===== src/rtl/vga_timing_pkg.sv =====
// Shared 640x480@60 timing constants plus the line-advance and decode helpers
// used by both the horizontal counter and the vertical sync generator.
package vga_timing_pkg;

   localparam int unsigned COORD_W      = 10;

   localparam int unsigned H_VIS        = 640;
   localparam int unsigned H_SYNC_START = 656;
   localparam int unsigned H_SYNC_END   = 751;
   localparam int unsigned H_TOTAL      = 800;

   localparam int unsigned V_VIS        = 480;
   localparam int unsigned V_SYNC_START = 490;
   localparam int unsigned V_SYNC_END   = 491;
   localparam int unsigned V_TOTAL      = 525;

   typedef logic [COORD_W-1:0] coord_t;

   typedef struct packed {
      logic vis;
      logic hs_act;
      logic vs_act;
   } timing_dec_t;

   function automatic coord_t next_line(input coord_t v);
      return (v == coord_t'(V_TOTAL - 1)) ? '0 : v + coord_t'(1);
   endfunction

   // Out-of-range h values (>= H_TOTAL) fall outside every window, i.e. blanking.
   function automatic timing_dec_t decode(input logic [15:0] h, input coord_t y);
      timing_dec_t d;
      d.vis    = (h < 16'(H_VIS)) && (y < coord_t'(V_VIS));
      d.hs_act = (h >= 16'(H_SYNC_START)) && (h <= 16'(H_SYNC_END));
      d.vs_act = (y >= coord_t'(V_SYNC_START)) && (y <= coord_t'(V_SYNC_END));
      return d;
   endfunction

endpackage


===== src/rtl/frame_divider.sv =====
// Divides frame boundaries into game steps; the speed setting is sampled only
// at a step so a change waits for the current interval to finish.
module frame_divider
   import vga_timing_pkg::*;
(
   input  logic       vga_clk,
   input  logic       rst,
   input  logic       fb,
   input  logic [3:0] speed_sel,
   input  logic       pause,
   output logic       game_tick
);

   logic [3:0] fcnt_q, fcnt_d;
   logic [3:0] spd_lat_q, spd_lat_d;
   logic       step;

   always_comb begin
      fcnt_d    = fcnt_q;
      spd_lat_d = spd_lat_q;
      step      = 1'b0;
      if (fb) begin
         if (fcnt_q >= spd_lat_q) begin
            fcnt_d    = 4'd0;
            spd_lat_d = speed_sel;
            step      = 1'b1;
         end else begin
            fcnt_d = fcnt_q + 4'd1;
         end
      end
   end

   always_ff @(posedge vga_clk or posedge rst) begin
      if (rst) begin
         fcnt_q    <= 4'd0;
         spd_lat_q <= 4'd0;
         game_tick <= 1'b0;
      end else begin
         fcnt_q    <= fcnt_d;
         spd_lat_q <= spd_lat_d;
         // A paused step is simply dropped; the interval still restarts.
         game_tick <= step && !pause;
      end
   end

endmodule


===== src/rtl/vert_sync_gen.sv =====
// Vertical line counter and registered 640x480 sync/video/coordinate outputs,
// driven by the upstream horizontal count and its line-start strobe.
module vert_sync_gen
   import vga_timing_pkg::*;
(
   input  logic         vga_clk,
   input  logic         rst,
   input  logic [15:0]  h_value,
   input  logic         v_count_enable,
   input  logic [3:0]   speed_sel,
   input  logic         pause,
   output logic         hsync,
   output logic         vsync,
   output logic         video_on,
   output logic [9:0]   pixel_x,
   output logic [9:0]   pixel_y,
   output logic         frame_tick,
   output logic         game_tick
);

   coord_t      v_cnt_q;
   coord_t      v_next;
   coord_t      y_eff;
   timing_dec_t dec;
   logic        fb;

   // Look ahead at line start so column 0 decodes with its own line number.
   always_comb begin
      v_next = next_line(v_cnt_q);
      y_eff  = v_count_enable ? v_next : v_cnt_q;
      fb     = v_count_enable && (v_next == '0);
      dec    = decode(h_value, y_eff);
   end

   always_ff @(posedge vga_clk or posedge rst) begin
      if (rst) begin
         v_cnt_q <= '0;
      end else if (v_count_enable) begin
         v_cnt_q <= v_next;
      end
   end

   always_ff @(posedge vga_clk or posedge rst) begin
      if (rst) begin
         hsync      <= 1'b1;
         vsync      <= 1'b1;
         video_on   <= 1'b0;
         pixel_x    <= 10'd0;
         pixel_y    <= 10'd0;
         frame_tick <= 1'b0;
      end else begin
         hsync      <= !dec.hs_act;
         vsync      <= !dec.vs_act;
         video_on   <= dec.vis;
         pixel_x    <= dec.vis ? h_value[9:0] : 10'd0;
         pixel_y    <= dec.vis ? y_eff : 10'd0;
         frame_tick <= fb;
      end
   end

   frame_divider u_frame_divider (
      .vga_clk   (vga_clk),
      .rst       (rst),
      .fb        (fb),
      .speed_sel (speed_sel),
      .pause     (pause),
      .game_tick (game_tick)
   );

endmodule


===== config.mk =====
export PLATFORM = sky130hd
export DESIGN_NAME = vert_sync_gen
export DESIGN_NICKNAME = d
export VERILOG_FILES = /design/src/rtl/vga_timing_pkg.sv /design/src/rtl/frame_divider.sv /design/src/rtl/vert_sync_gen.sv
export SDC_FILE = /design/constraint.sdc
export NUM_CORES = 1
export LEC_CHECK = 0
export BUFFER_PORTS_ARGS = -buffer_cell sky130_fd_sc_hd__buf_2
export CORE_MARGIN = 4
export CORE_UTILIZATION = 25
export CTS_CLUSTER_SIZE = 24
export DETAILED_ROUTE_END_ITERATION = 12
export PLACE_DENSITY = 0.46
export SYNTH_ARGS = -nofsm -noshare
export SYNTH_HDL_FRONTEND = slang
export SYNTH_SLANG_ARGS = --single-unit

===== constraint.sdc =====
create_clock -name vga_clk -period 3.61 [get_ports vga_clk]
set_input_delay 0.361 -clock vga_clk [delete_from_list [all_inputs] [get_ports vga_clk]]
set_output_delay 0.361 -clock vga_clk [all_outputs]
set_load 0.01 [all_outputs]

==> results.yml <==
grt:
  grt_pass1_wl_microns: 7238
  grt_pass1_vias: 1492
  grt_antenna_before_repair: 0
  globalRouteTotalUtil_pct: 9.160
  overflow: 0
  grt_max_degree: 44
setup_path:
  crit_required_ns: 3.82
  reg2reg_slack_ns: 0.87
  startpoint_type: "register"
  crit_arrival_ns: 2.95
  end_kind: "register"
  crit_type: "register to register"
  worstPathMaxFanout: 8
  reg2reg_depth: 7
power_and_ir_drop:
  power.density_nw_per_um2: 461.8
  leakage_nw: 1.297
  worst_ir_drop_vdd_mv: 0.1477
  power_w: 0.001157
job:
  cap_violations: 0
synthesis:
  yosys_register_bits: 43
  synth-seq-area-share_pct: 53.14
  synth_top_area_cell: "dfrtp_1"
  ys_top_cells_by_area: "dfrtp_1 51%, ha_1 4.3%, and3_1 3.7%, inv_1 3.7%, dfstp_2 2.6%"
  postSynthAreaPerCell_sq_um: 10.20
  syn_nets: 230
  netlist_area_sq_um: 2029
  synth_top_cell_area_share_pct: 50.55
  yosys_warnings: 0
  netlist_instances: 199
  ys_types: 45
placement:
  detailed_place_hpwl_microns: 3161
  gp_congestion: 0.7713
  portBuffers: 48
floorplanning:
  top_level_ports: 49
  die_h_microns: 98.10
  die_area_sq_um: 9624
  die_x_microns: 98.10
  initial_utilization_pct: 25.99
  core_area_sq_um: 7807
  rows: 32
timing:
  period_minus_slack_ns: 2.735
  slew_headroom_pct: 59.37
  grt_setup_unrepaired: "false"
  setup_viol: 0
  period_share_pct: 75.77
  worstMarginPinSlew_ns: 0.6094
  finalSetupTns_ns: 0
  drv_slew: 0
  fmax_mhz: 365.6
  skew_ns: 0.002942
  hold_violations: 0
layout:
  area_growth_pct: 23.43
  nNetsFinal: 280
  drive_gt1_share_pct: 26.00
  antennaDiodeCount: 0
  final_util_pct: 32.08
worst_hold_path:
  min_path_type: "input pin to async pin"
detailed_routing:
  final_antenna_net_count: 0
  viasPerCell: 4.392
  drt_wl_total_microns: 4206
  vias: 1546
  drc_errors: 0
  initialDrtViolationCount: 87
  post_drt_wl_per_cell_microns: 11.95
  drtPass1Iterations: 4
run_status:
  status: "complete, no violations"
clock_tree:
  ctsResizeCount: 0
  cts_tree: "done"
  cts_hold_buffers: 0
  cts-root-buf: "clkbuf_8"
  clock_latency_ns: 0.29
  cts_buffer_depth: 2
  post_cts_buffers: 0
  clock_sinks: 43
  numCtsBuffers: 5
  h-tree-depth: 2
  clkTransAtPathRegs_ns: 0.08
[power by group]
part	switching [W]	internal, W
clock network	0.000157	0.000276
logic	0.0000826	0.0000639
registers	0.0000679	0.000509
[placed cells by master (no fill, tap or decap), types with 2 or more instances in the layout]
cell type,n
buf_2,48
dfrtp_1,41
inv_1,19
nor2_1,14
and3_1,12
nand2_1,12
o21ai_0,8
a21oi_1,7
nor3_1,7
nor2b_1,7
ha_1,7
nand3_1,6
clkbuf_8,5
xnor2_1,4
mux2_1,4
a21o_1,3
or4_1,3
nand4_1,3
o21ai_1,3
o22ai_1,3
buf_4,3
nand2b_1,2
xor2_1,2
nor4_1,2
bufinv_16,2
dfstp_2,2
[cell families (layout without fill, tap and decap cells)]
family	count (synthesis)	after routing	synth area share, %
simple gates	78	78	21.58
buf+inv	28	79	6.042
other cells	1	1	0.1848
xor+xnor	6	6	2.589
fa+ha+maj	7	7	4.315
compound gates	32	32	9.926
flops	43	43	53.14
mux	4	4	2.219
[per-stage QoR]
stage / std cells / hold WS [ns] / cell area [sq um] / setup WS [ns]
4_1_cts: 352 / 0.2037 / 2505 / 0.8664
3_3_place_gp: 344 / 0.4751 / 2372 / 0.8826
5_1_grt: 352 / 0.2236 / 2505 / 0.6626
2_1_floorplan: 199 / 0.4345 / 2029 / 1.166
3_5_place_dp: 344 / 0.4849 / 2372 / 0.8697
6_report: 352 / 0.1804 / 2505 / 0.8747
[sequential cells by signal, summed over array words and instances, names as in the netlist]
name	count
pixel_x	10
pixel_y	10
v_cnt_q	10
u_frame_divider.fcnt_q	4
u_frame_divider.spd_lat_q	4
frame_tick	1
hsync	1
u_frame_divider.game_tick	1
video_on	1
vsync	1
[layout make-up]
class                   count  area [sq um]
multi-input cells         128         828.3
repair buffers             51         262.8
clock buffers               6         72.57
fillers                   819          5303
inverters                  20         75.07
well taps                 102         127.6
flip-flops and latches     43          1079
clock inverters             2         60.06
[critical path: stages (launching register included)]
cell     delay (ns)
dfrtp_1        0.47
ha_1           0.28
nand3_1        0.21
or4b_1         0.51
a21oi_1        0.13
o21ai_1        0.13
or3_4          0.39
or4_1          0.53
[synthesized netlist by cell type, drive strengths merged]
library cell / number
dfrtp: 41
inv: 20
nor2: 15
and3: 12
nand2: 12
o21ai: 11
a21oi: 7
buf: 7
ha: 7
nor2b: 7
nor3: 7
nand3: 6
mux2: 4
nand4: 4
xnor2: 4
a21o: 3
o22ai: 3
or4: 3
and4: 2
dfstp: 2
nand2b: 2
nor4: 2
or3: 2
xor2: 2
a211oi: 1
a221oi: 1
a22oi: 1
clkbuf: 1
conb: 1
nand3b: 1
nor3b: 1
nor4b: 1
o2111ai: 1
o211ai: 1
o21a: 1
o31ai: 1
o41ai: 1
or4b: 1
[path summary, 6_finish.rpt]
path                                               from                      endpoint
min in group vga_clk                              pause     u_frame_divider.game_tick
min reg2reg                u_frame_divider.spd_lat_q[3]  u_frame_divider.spd_lat_q[3]
max reg2reg                                  v_cnt_q[0]                         vsync
max in group asynchronous                           rst                         vsync
max                                          v_cnt_q[0]                         vsync
min                                                 rst  u_frame_divider.spd_lat_q[0]
[metal layers]
layer  GRT usage (%)  up-vias  wire [microns]
met3           2.714        5             240
met4           4.260        0              76
met5               0        -               0
li1                -      781               -
met1           12.14      718            2059
met2           13.72       42            1829
Power figures use the tool's default switching activity.
